==> src/rtl/axis_fixed_divider_pkg.sv <==
// Shared types and constants for the bit-serial signed fixed-point divider.
package fixed_div_pkg;

    localparam int DIV_WIDTH = 16;
    localparam int RES_WIDTH = 2 * DIV_WIDTH;
    localparam int CNT_W     = $clog2(RES_WIDTH + 1);

    // Saturation values for the Q(W).(W) result.
    localparam logic [RES_WIDTH-1:0] SAT_POS = {1'b0, {(RES_WIDTH-1){1'b1}}};
    localparam logic [RES_WIDTH-1:0] SAT_NEG = {1'b1, {(RES_WIDTH-1){1'b0}}};

    typedef enum logic [1:0] {
        IDLE = 2'd0,
        CALC = 2'd1,
        FIX  = 2'd2,
        DONE = 2'd3
    } state_t;

endpackage

==> src/rtl/axis_fixed_divider_if.sv <==
// Operand/result stream bundle of the divider, plus its FSM state for observation.
interface axis_fixed_divider_if #(parameter int WIDTH = 16);
    import fixed_div_pkg::*;

    // A request is taken on an enabled rising edge where both operand tvalids
    // and the shared tready are 1; the result is a one-cycle tvalid strobe
    // with no backpressure.
    logic [WIDTH-1:0]   s_axis_dividend_tdata;
    logic               s_axis_dividend_tvalid;
    logic [WIDTH-1:0]   s_axis_divisor_tdata;
    logic               s_axis_divisor_tvalid;
    logic               s_axis_tready;
    logic [2*WIDTH-1:0] m_axis_dout_tdata;
    logic [1:0]         m_axis_dout_tuser;
    logic               m_axis_dout_tvalid;
    state_t             dbg_state;

    modport slave (
        input  s_axis_dividend_tdata, s_axis_dividend_tvalid,
        input  s_axis_divisor_tdata, s_axis_divisor_tvalid,
        output s_axis_tready,
        output m_axis_dout_tdata, m_axis_dout_tuser, m_axis_dout_tvalid,
        output dbg_state
    );

    modport master (
        output s_axis_dividend_tdata, s_axis_dividend_tvalid,
        output s_axis_divisor_tdata, s_axis_divisor_tvalid,
        input  s_axis_tready,
        input  m_axis_dout_tdata, m_axis_dout_tuser, m_axis_dout_tvalid,
        input  dbg_state
    );

endinterface

==> src/rtl/axis_fixed_divider_step.sv <==
// One restoring long-division iteration: shift in a numerator bit, subtract if it fits.
module div_restore_step #(
    parameter int WIDTH = 16
) (
    input  logic [WIDTH:0]   rem_i,
    input  logic [WIDTH-1:0] div_i,
    input  logic             num_bit_i,
    output logic [WIDTH:0]   rem_o,
    output logic             q_o
);

    logic [WIDTH+1:0] shifted;

    always_comb begin
        shifted = {rem_i, num_bit_i};
        q_o     = (shifted >= {2'b00, div_i});
        rem_o   = q_o ? (shifted[WIDTH:0] - {1'b0, div_i}) : shifted[WIDTH:0];
    end

endmodule

==> src/rtl/axis_fixed_divider.sv <==
// Signed fixed-point divider: |a|*2^W / |b| by bit-serial restoring division, then sign and saturation.
module axis_fixed_divider
    import fixed_div_pkg::*;
#(
    parameter int WIDTH = DIV_WIDTH
) (
    input  logic                 clk,
    input  logic                 rst_n,
    input  logic                 clk_en,
    axis_fixed_divider_if.slave  bus
);

    localparam int RW = 2 * WIDTH;
    localparam logic [RW-1:0]    MAX_POS  = SAT_POS[RW-1:0];
    localparam logic [RW-1:0]    MAX_NEG  = SAT_NEG[RW-1:0];
    localparam logic [CNT_W-1:0] LAST_IT  = CNT_W'(RW - 1);

    state_t           state_q, state_d;
    logic [CNT_W-1:0] cnt_q, cnt_d;
    logic [RW-1:0]    num_q, num_d;
    logic [RW-1:0]    quo_q, quo_d;
    logic [WIDTH:0]   rem_q, rem_d;
    logic [WIDTH-1:0] dvs_q, dvs_d;
    logic             neg_q, neg_d;
    logic             a_neg_q, a_neg_d;
    logic             dbz_q, dbz_d;
    logic [RW-1:0]    tdata_q, tdata_d;
    logic [1:0]       tuser_q, tuser_d;
    logic             tvalid_q, tvalid_d;

    logic [WIDTH-1:0] op_a, op_b, abs_a, abs_b;
    logic             tready, accept;
    logic [WIDTH:0]   step_rem;
    logic             step_bit;

    assign op_a   = bus.s_axis_dividend_tdata;
    assign op_b   = bus.s_axis_divisor_tdata;
    // Unsigned magnitude: the most negative operand maps onto itself (0x8000).
    assign abs_a  = op_a[WIDTH-1] ? -op_a : op_a;
    assign abs_b  = op_b[WIDTH-1] ? -op_b : op_b;
    assign tready = rst_n && (state_q == IDLE);
    assign accept = clk_en && tready &&
                    bus.s_axis_dividend_tvalid && bus.s_axis_divisor_tvalid;

    div_restore_step #(.WIDTH(WIDTH)) u_step (
        .rem_i     (rem_q),
        .div_i     (dvs_q),
        .num_bit_i (num_q[RW-1]),
        .rem_o     (step_rem),
        .q_o       (step_bit)
    );

    always_comb begin
        state_d  = state_q;
        cnt_d    = cnt_q;
        num_d    = num_q;
        quo_d    = quo_q;
        rem_d    = rem_q;
        dvs_d    = dvs_q;
        neg_d    = neg_q;
        a_neg_d  = a_neg_q;
        dbz_d    = dbz_q;
        tdata_d  = tdata_q;
        tuser_d  = tuser_q;
        tvalid_d = tvalid_q;

        case (state_q)
            IDLE: begin
                if (accept) begin
                    neg_d   = op_a[WIDTH-1] ^ op_b[WIDTH-1];
                    a_neg_d = op_a[WIDTH-1];
                    dbz_d   = (op_b == '0);
                    num_d   = {abs_a, {WIDTH{1'b0}}};
                    dvs_d   = abs_b;
                    rem_d   = '0;
                    quo_d   = '0;
                    cnt_d   = '0;
                    state_d = CALC;
                end
            end
            CALC: begin
                if (clk_en) begin
                    rem_d = step_rem;
                    quo_d = {quo_q[RW-2:0], step_bit};
                    num_d = {num_q[RW-2:0], 1'b0};
                    cnt_d = cnt_q + 1'b1;
                    if (cnt_q == LAST_IT) begin
                        state_d = FIX;
                    end
                end
            end
            FIX: begin
                if (clk_en) begin
                    tvalid_d = 1'b1;
                    state_d  = DONE;
                    // Divide-by-zero wins over overflow and saturates toward the dividend's sign.
                    if (dbz_q) begin
                        tdata_d = a_neg_q ? MAX_NEG : MAX_POS;
                        tuser_d = 2'b10;
                    end else if (neg_q) begin
                        tdata_d = (quo_q > MAX_NEG) ? MAX_NEG : -quo_q;
                        tuser_d = {1'b0, (quo_q > MAX_NEG)};
                    end else begin
                        tdata_d = (quo_q >= MAX_NEG) ? MAX_POS : quo_q;
                        tuser_d = {1'b0, (quo_q >= MAX_NEG)};
                    end
                end
            end
            DONE: begin
                if (clk_en) begin
                    tvalid_d = 1'b0;
                    state_d  = IDLE;
                end
            end
            default: state_d = IDLE;
        endcase
    end

    always_ff @(posedge clk or negedge rst_n) begin
        if (!rst_n) begin
            state_q  <= IDLE;
            cnt_q    <= '0;
            num_q    <= '0;
            quo_q    <= '0;
            rem_q    <= '0;
            dvs_q    <= '0;
            neg_q    <= 1'b0;
            a_neg_q  <= 1'b0;
            dbz_q    <= 1'b0;
            tdata_q  <= '0;
            tuser_q  <= '0;
            tvalid_q <= 1'b0;
        end else begin
            state_q  <= state_d;
            cnt_q    <= cnt_d;
            num_q    <= num_d;
            quo_q    <= quo_d;
            rem_q    <= rem_d;
            dvs_q    <= dvs_d;
            neg_q    <= neg_d;
            a_neg_q  <= a_neg_d;
            dbz_q    <= dbz_d;
            tdata_q  <= tdata_d;
            tuser_q  <= tuser_d;
            tvalid_q <= tvalid_d;
        end
    end

    assign bus.s_axis_tready      = tready;
    assign bus.m_axis_dout_tdata  = tdata_q;
    assign bus.m_axis_dout_tuser  = tuser_q;
    assign bus.m_axis_dout_tvalid = tvalid_q;
    assign bus.dbg_state          = state_q;

endmodule
==> src/flat_wrapper.sv <==
// flat-port wrapper written by rule: the top's interface ports become plain ports
module axis_fixed_divider_flat import fixed_div_pkg::*;
#(
    parameter int WIDTH = DIV_WIDTH
)
  (clk, rst_n, clk_en, bus_s_axis_dividend_tdata, bus_s_axis_dividend_tvalid, bus_s_axis_divisor_tdata, bus_s_axis_divisor_tvalid, bus_s_axis_tready, bus_m_axis_dout_tdata, bus_m_axis_dout_tuser, bus_m_axis_dout_tvalid, bus_dbg_state);
  axis_fixed_divider_if #(.WIDTH(WIDTH)) bus_i ();
  input  logic clk;
  input  logic rst_n;
  input  logic clk_en;
  input wire logic [$bits(bus_i.s_axis_dividend_tdata)-1:0] bus_s_axis_dividend_tdata;
  input wire logic [$bits(bus_i.s_axis_dividend_tvalid)-1:0] bus_s_axis_dividend_tvalid;
  input wire logic [$bits(bus_i.s_axis_divisor_tdata)-1:0] bus_s_axis_divisor_tdata;
  input wire logic [$bits(bus_i.s_axis_divisor_tvalid)-1:0] bus_s_axis_divisor_tvalid;
  output wire logic [$bits(bus_i.s_axis_tready)-1:0] bus_s_axis_tready;
  output wire logic [$bits(bus_i.m_axis_dout_tdata)-1:0] bus_m_axis_dout_tdata;
  output wire logic [$bits(bus_i.m_axis_dout_tuser)-1:0] bus_m_axis_dout_tuser;
  output wire logic [$bits(bus_i.m_axis_dout_tvalid)-1:0] bus_m_axis_dout_tvalid;
  output wire logic [$bits(bus_i.dbg_state)-1:0] bus_dbg_state;
  assign bus_i.s_axis_dividend_tdata = bus_s_axis_dividend_tdata;
  assign bus_i.s_axis_dividend_tvalid = bus_s_axis_dividend_tvalid;
  assign bus_i.s_axis_divisor_tdata = bus_s_axis_divisor_tdata;
  assign bus_i.s_axis_divisor_tvalid = bus_s_axis_divisor_tvalid;
  assign bus_s_axis_tready = bus_i.s_axis_tready;
  assign bus_m_axis_dout_tdata = bus_i.m_axis_dout_tdata;
  assign bus_m_axis_dout_tuser = bus_i.m_axis_dout_tuser;
  assign bus_m_axis_dout_tvalid = bus_i.m_axis_dout_tvalid;
  assign bus_dbg_state = bus_i.dbg_state;
  axis_fixed_divider #(.WIDTH(WIDTH)) u_core (.clk(clk), .rst_n(rst_n), .clk_en(clk_en), .bus(bus_i));
endmodule
==> config.mk <==
export PLATFORM = sky130hd
export DESIGN_NAME = axis_fixed_divider_flat
export DESIGN_NICKNAME = d
export VERILOG_FILES = /design/src/rtl/axis_fixed_divider_pkg.sv /design/src/rtl/axis_fixed_divider_if.sv /design/src/rtl/axis_fixed_divider_step.sv /design/src/rtl/axis_fixed_divider.sv /design/src/flat_wrapper.sv
export SDC_FILE = /design/constraint.sdc
export NUM_CORES = 1
export LEC_CHECK = 0
export CAP_MARGIN = 20
export CORE_MARGIN = 5
export CORE_UTILIZATION = 37
export DETAILED_ROUTE_END_ITERATION = 6
export SLEW_MARGIN = 20
export SYNTH_ARGS = -nofsm -noshare
export SYNTH_HDL_FRONTEND = slang
export SYNTH_SLANG_ARGS = --single-unit
==> constraint.sdc <==
create_clock -name clk -period 3.5 [get_ports clk]
set_input_delay 0.525 -clock clk [delete_from_list [all_inputs] [get_ports clk]]
set_output_delay 0.525 -clock clk [all_outputs]
set_load 0.02 [all_outputs]
== After elaboration in Yosys (flattened, before gate mapping) ==
Cells that the tools add are included.

* Bits in registers: 143
* Bits in latches: 0
* Bits in writable memories: 0
* Bits in read-only memories: 0
* Bits of input ports: 37
* Output and inout bits: 38
* Memories kept: 0

* Add/subtract/negate cells: 5
* Multipliers: 0
* Divide/modulo/power cells: 0
* Magnitude comparators: 3
* Equality and inequality tests: 9
* Shift-type cells: 0
* Muxes and demuxes: 31
* Bitwise gates (word level): 1
* Reductions and logical operators: 13

{| class="wikitable"
|+ Operators by type and width
! operator !! number
|-
| two-way mux 32 bit || 9
|-
| case mux 32 bit (2 select lines) || 2
|-
| two-way mux 17 bit || 3
|-
| case mux 17 bit (2 select lines) || 1
|-
| >= comparator 32 bit, second input constant || 1
|-
| > comparator 32 bit, second input constant || 1
|-
| two-way mux 16 bit || 2
|-
| negation 16 bit || 2
|-
| negation 32 bit || 1
|-
| >= comparator 18 x 16 -> 1 bit || 1
|-
| subtractor 17 x 16 -> 17 bit || 1
|-
| zero test 16 bit || 1
|-
| two-way mux 2 bit || 6
|-
| two-way mux 6 bit || 2
|-
| case mux 6 bit (2 select lines) || 1
|-
| case mux 2 bit (4 select lines) || 1
|-
| adder 6 x 1 -> 6 bit, second input constant || 1
|-
| == test 6 x 5 -> 1 bit, second input constant || 1
|-
| inequality test 2 bit, second input constant || 3
|-
| AND reduction 3 bit || 2
|-
| AND reduction 5 bit || 1
|-
| == test 2 bit, second input constant || 2
|-
| logical AND 1 bit || 4
|-
| inequality test 2 x 1 -> 1 bit, second input constant || 2
|-
| 7 further kinds || 11
|}

== Depth between registers and ports, before layout ==
* Depth after elaboration: 7
* Mapped depth: 11
* Gate-level depth less buffers: 10

== Modules after synthesis ==
A second synthesis with hierarchy kept.

* Cells, all modules: 923
* Area, all modules: 8082.8 um^2

{| class="wikitable"
|+ By module, submodules not included
! module !! times used !! cells an instance !! area an instance (um^2) !! sequential area each (um^2)
|-
| axis_fixed_divider || 1 || 764 || 7014.2 || 3178.0
|-
| div_restore_step || 1 || 159 || 1068.5 || 0.0
|}

== Worst setup path before layout ==
No wires, ideal clock.

* Path kind: reg2reg
* From: reg u_core.rem_q[6]
* To: reg u_core.rem_q[12]
* Library setup time: 0.136 ns
* Data arrival time: 2.548 ns
* Required time: 3.364 ns
* Path slack: 0.816 ns
* Cell stages (with the launch flop): 10
* Buffers on the path: 1
* Period minus slack after synthesis: 2.684 ns
* Path through: dfrtp_1 ha_1 a21oi_1 nor2_1 a2111oi_0 a21oi_1 nor4_2 buf_2 mux2i_1 o21ai_0

* Word-level cells in the longest chain between the ends: 4
* Elaborated cells between the ends (all ways): 5

{| class="wikitable"
|+ Ends and longest elaborated chain
! what !! RTL line !! RTL
|-
| start, declared || axis_fixed_divider.sv:22 || <nowiki>logic [WIDTH:0] rem_q, rem_d;</nowiki>
|-
| start signal, assigned || axis_fixed_divider.sv:138 || <nowiki>rem_q <= rem_d;</nowiki>
|-
| subtractor 17 x 16 -> 17 bit or >= comparator 18 x 16 -> 1 bit (tied branches) || axis_fixed_divider_step.sv:17, axis_fixed_divider_step.sv:16 ||
|-
| two-way mux 17 bit * || axis_fixed_divider_step.sv:17 || <nowiki>rem_o = q_o ? (shifted[WIDTH:0] - {1'b0, div_i}) : shifted[WIDTH:0];</nowiki>
|-
| two-way mux 17 bit * || axis_fixed_divider.sv:82 || <nowiki>if (clk_en) begin</nowiki>
|-
| case mux 17 bit (2 select lines) * || axis_fixed_divider.sv:67 || <nowiki>case (state_q)</nowiki>
|}

Every way passes the cells marked *; elsewhere a longest branch is shown, timed or not. The select of a mux whose other input is x is not followed.
A chain may end at the register's enable or synchronous reset.

== Worst setup path after layout ==
* From: reg u_core.quo_q[0]
* To: reg u_core.tdata_q[20] (netlist: u_core.bus.m_axis_dout_tdata[20])

* Word-level cells in the longest chain between the ends: 4
* Elaborated cells between the ends (all ways): 7

{| class="wikitable"
|+ Ends and longest elaborated chain
! what !! RTL line !! RTL
|-
| start, declared || axis_fixed_divider.sv:21 || <nowiki>logic [RW-1:0] quo_q, quo_d;</nowiki>
|-
| start signal, assigned || axis_fixed_divider.sv:137 || <nowiki>quo_q <= quo_d;</nowiki>
|-
| negation 32 bit, or another cell as far along || axis_fixed_divider.sv:101 || <nowiki>tdata_d = (quo_q > MAX_NEG) ? MAX_NEG : -quo_q;</nowiki>
|-
| two-way mux 32 bit, on equally long branches || axis_fixed_divider.sv:101, axis_fixed_divider.sv:104 ||
|-
| two-way mux 32 bit * || axis_fixed_divider.sv:100 || <nowiki>end else if (neg_q) begin</nowiki>
|-
| two-way mux 32 bit * || axis_fixed_divider.sv:97 || <nowiki>if (dbz_q) begin</nowiki>
|-
| end signal, assigned || axis_fixed_divider.sv:143 || <nowiki>tdata_q <= tdata_d;</nowiki>
|-
| end, declared || axis_fixed_divider.sv:27 || <nowiki>logic [RW-1:0] tdata_q, tdata_d;</nowiki>
|}

Every way passes the cells marked *; elsewhere a longest branch is shown, timed or not.

==> out/results.tsv <==
stage	metric	value	unit
run_status	status	complete, no violations	
clock_tree	htreeDepth	4	
timing	slew_headroom	54.0	%
cells_and_area	area_growth	20.7	%
clock_tree	post_cts_buffers	0	
routing	routed-via-count	6563	
power_and_ir_drop	power_frac_comb	57.5	%
floorplanning	coreArea	20300	um2
clock_tree	clk_path_buf_depth	2	
routing	ant_nets	0	
timing	period_share	86.3	%
timing	period_minus_slack	3.02	ns
critical_path	cpPeakStageDelay	0.51	ns
clock_tree	root_buffer	clkbuf_16	
routing	detail_route.wl_per_cell	14.7	um
critical_path	critPathKind	reg -> reg	
floorplanning	io_pins	75	
synthesis	synth-async-reset-ratio	100	%
routing	drt-initial-drc-count	349	
routing	routed_wl	18300	um
cells_and_area	multi_input_area	4160	um2
global_route	gr-total-overflow	0	
cells_and_area	final_area	9240	um2
clock_tree	insertion_delay	0.42	ns
power_and_ir_drop	finalPower	9.92	mW
global_route	grt_pass1_wl	31400	um
timing	setup_tns	0	ns
worst_hold_path	hold_path_class	in -> async	
critical_path	cp_cell_sequence	inv_1 -> ha_1 -> or4b_1 -> or3_1 -> nor3_4 -> a21oi_2 -> or2_1 -> a2111oi_1 -> a211o_1	
synthesis	avgSynthCellArea	8.41	um2
timing	setup_viol	0	
global_route	track_usage	15.8	%
synthesis	synth_edf_count	0	
cells_and_area	fillers	2035	
cells_and_area	final_common_cell	nand2_1	
floorplanning	die-area	23700	um2
floorplanning	rows	52	
power_and_ir_drop	vdd_ir_drop_max	0.000423	V
critical_path	cp_max_fo	7	
timing	rsz0062_at_grt	no	
timing	maxSlewViolCount	0	
critical_path	crit_path_top_delay_cell	or4b_1	
timing	timing.fmax	331	MHz
power_and_ir_drop	p_per_area	1070	nW/um2
cells_and_area	final_cell_mix	nand2_1 (174), dfrtp_1 (127), o21ai_0 (82)	
timing	finClkSkew	0.00617	ns
synthesis	yosys.cell_types.count	58	
synthesis	ys.flop_type	dfrtp_1	
routing	vias_per_cell	5.26	
critical_path	arrival	3.37	ns
critical_path	cp-end-kind	register	
routing	drcViolationCount	0	
synthesis	mappedNetlistNets	973	
cells_and_area	drive_above_1_share	6.14	%
clock_tree	clkTransAtPathRegs	0.06	ns
synthesis	syn-instance-count	910	
floorplanning	die_x	154	um
global_route	antenna_found_initial	0	
power_and_ir_drop	p_leak	4.11	nW
clock_tree	cts_hold_buf	0	
global_route	grt_max_degree	128	
floorplanning	start_util	37.7	%
synthesis	synth_area	7660	um2
cells_and_area	fin_util	45.5	%
critical_path	start_kind	register	
placement	placed_area	8680	um2
critical_path	required	3.85	ns
placement	hpwlAfterDp	12900	um
placement	gp_congestion	0.839	
clock_tree	cts_tree	built	
power_and_ir_drop	p_seq_share	25.3	%
routing	drtPass1Iterations	5	
timing	worst_pin_slew	0.689	ns
floorplanning	die_h	154	um
cells_and_area	ff_latch_area	3180	um2
placement	portBuffers	74	
cells_and_area	nNetsFinal	1028	
power_and_ir_drop	switching_share	44.3	%
synthesis	yosys_warnings	0	
power_and_ir_drop	pwr-share-clk	17.2	%
run	cap_violations	0	
timing	hold_viol_final	0	
clock_tree	cts_buffers	17	
clock_tree	cts.sinks	127	
synthesis	ys_seq_area_share	41.5	%
clock_tree	cts_resized	0	
synthesis	ys_ff_latch	127	
global_route	grt_pass1_vias	6248	
power_and_ir_drop	internal_power	5.52	mW
cells_and_area	diodes	0	
power_and_ir_drop	p_switching	4.40	mW
[stage by stage]
step                      setup WS [ns]  hold WS [ns]  instances
after floorplan                   0.816         0.229        910
after global placement            0.428         0.460       1216
after detailed placement          0.336         0.464       1216
after CTS                         0.469         0.292       1247
after global routing              0.197         0.318       1247
final                             0.479         0.232       1247
[power groups by stage]
stage / Clock (mW) / Sequential (mW) / Combinational (mW)
floorplan: 0 / 2.61 / 4.05
finish: 1.71 / 2.51 / 5.71
global placement: 0 / 2.52 / 5.66
detailed placement: 0 / 2.53 / 5.72
global route: 1.81 / 2.60 / 6.41
CTS: 1.75 / 2.51 / 5.75
[cells by family after synthesis]
| group | after synthesis | share of synthesized area [%] |
|---|---|---|
| AO/OA/AOI/OAI | 216 | 17.8 |
| XOR/XNOR | 63 | 7.21 |
| adder cells (fa/ha/maj) | 26 | 4.35 |
| buffers and inverters | 87 | 4.43 |
| flip-flops | 127 | 41.5 |
| multiplexers | 16 | 2.12 |
| AND/OR/NAND/NOR | 375 | 22.6 |
[worst max-delay path, delay by kind of cell, from the launching register on]
kind | cells | cell delay, ns
AO/OA/AOI/OAI | 3 | 0.73
adder cells (fa/ha/maj) | 1 | 0.18
buffers and inverters | 1 | 0.10
flip-flops | 1 | 0.44
AND/OR/NAND/NOR | 4 | 1.51
[flip-flops by register name, summed over array words and instances (netlist names)]
signal and count:
u_core.bus.dbg_state 2, u_core.bus.m_axis_dout_tdata 32, u_core.num_q 16, u_core.a_neg_q 1
u_core.bus.m_axis_dout_tvalid 1, u_core.bus.m_axis_dout_tuser 2, u_core.dbz_q 1, u_core.rem_q 17
u_core.quo_q 32, u_core.dvs_q 16, u_core.neg_q 1, u_core.cnt_q 6
[final timing paths]
kind	to	cells after the start	startpoint	slack, ns
max	u_core.bus.m_axis_dout_tdata[20]$_DFFE_PN0P_	9	u_core.quo_q[0]$_DFFE_PN0P_	0.48
min	u_core.bus.m_axis_dout_tdata[29]$_DFFE_PN0P_	2	rst_n	0.23
max reg2reg	u_core.bus.m_axis_dout_tdata[20]$_DFFE_PN0P_	9	u_core.quo_q[0]$_DFFE_PN0P_	0.48
min reg2reg	u_core.bus.m_axis_dout_tuser[1]$_DFFE_PN0P_	2	u_core.bus.m_axis_dout_tuser[1]$_DFFE_PN0P_	0.47
max in group asynchronous	u_core.rem_q[11]$_DFFE_PN0P_	2	rst_n	2.74
min in group clk	u_core.bus.m_axis_dout_tuser[1]$_DFFE_PN0P_	2	u_core.bus.m_axis_dout_tuser[1]$_DFFE_PN0P_	0.47
[layout make-up]
class / instances / share of cell area [%]
multi-input combinational: 696 / 45.0
sequential: 127 / 34.4
clock buffer: 20 / 4.83
inverter: 31 / 1.26
tap: 270 / 3.66
clock inverter: 11 / 1.27
timing repair buffer: 92 / 9.58
[metal layers]
metal / GRT usage (%) / routed length (um)
met3: 3.57 / 756
met4: 3.66 / 168
met2: 24.3 / 8040
met1: 22.8 / 9360
met5: 0 / 0
[synth_stat cells (20+ instances only)]
master,count,share of area (%)
a21oi_1,50,3.3
clkbuf_1,46,2.3
dfrtp_1,127,42
ha_1,25,4.1
inv_1,30,1.5
nand2_1,174,8.5
nand3_1,54,3.5
nor2_1,55,2.7
nor3_1,23,1.5
o21ai_0,83,5.4
o311ai_0,20,2.3
xnor2_1,30,3.4
xor2_1,33,3.8
Note: power is estimated with default switching activity, not from simulation.
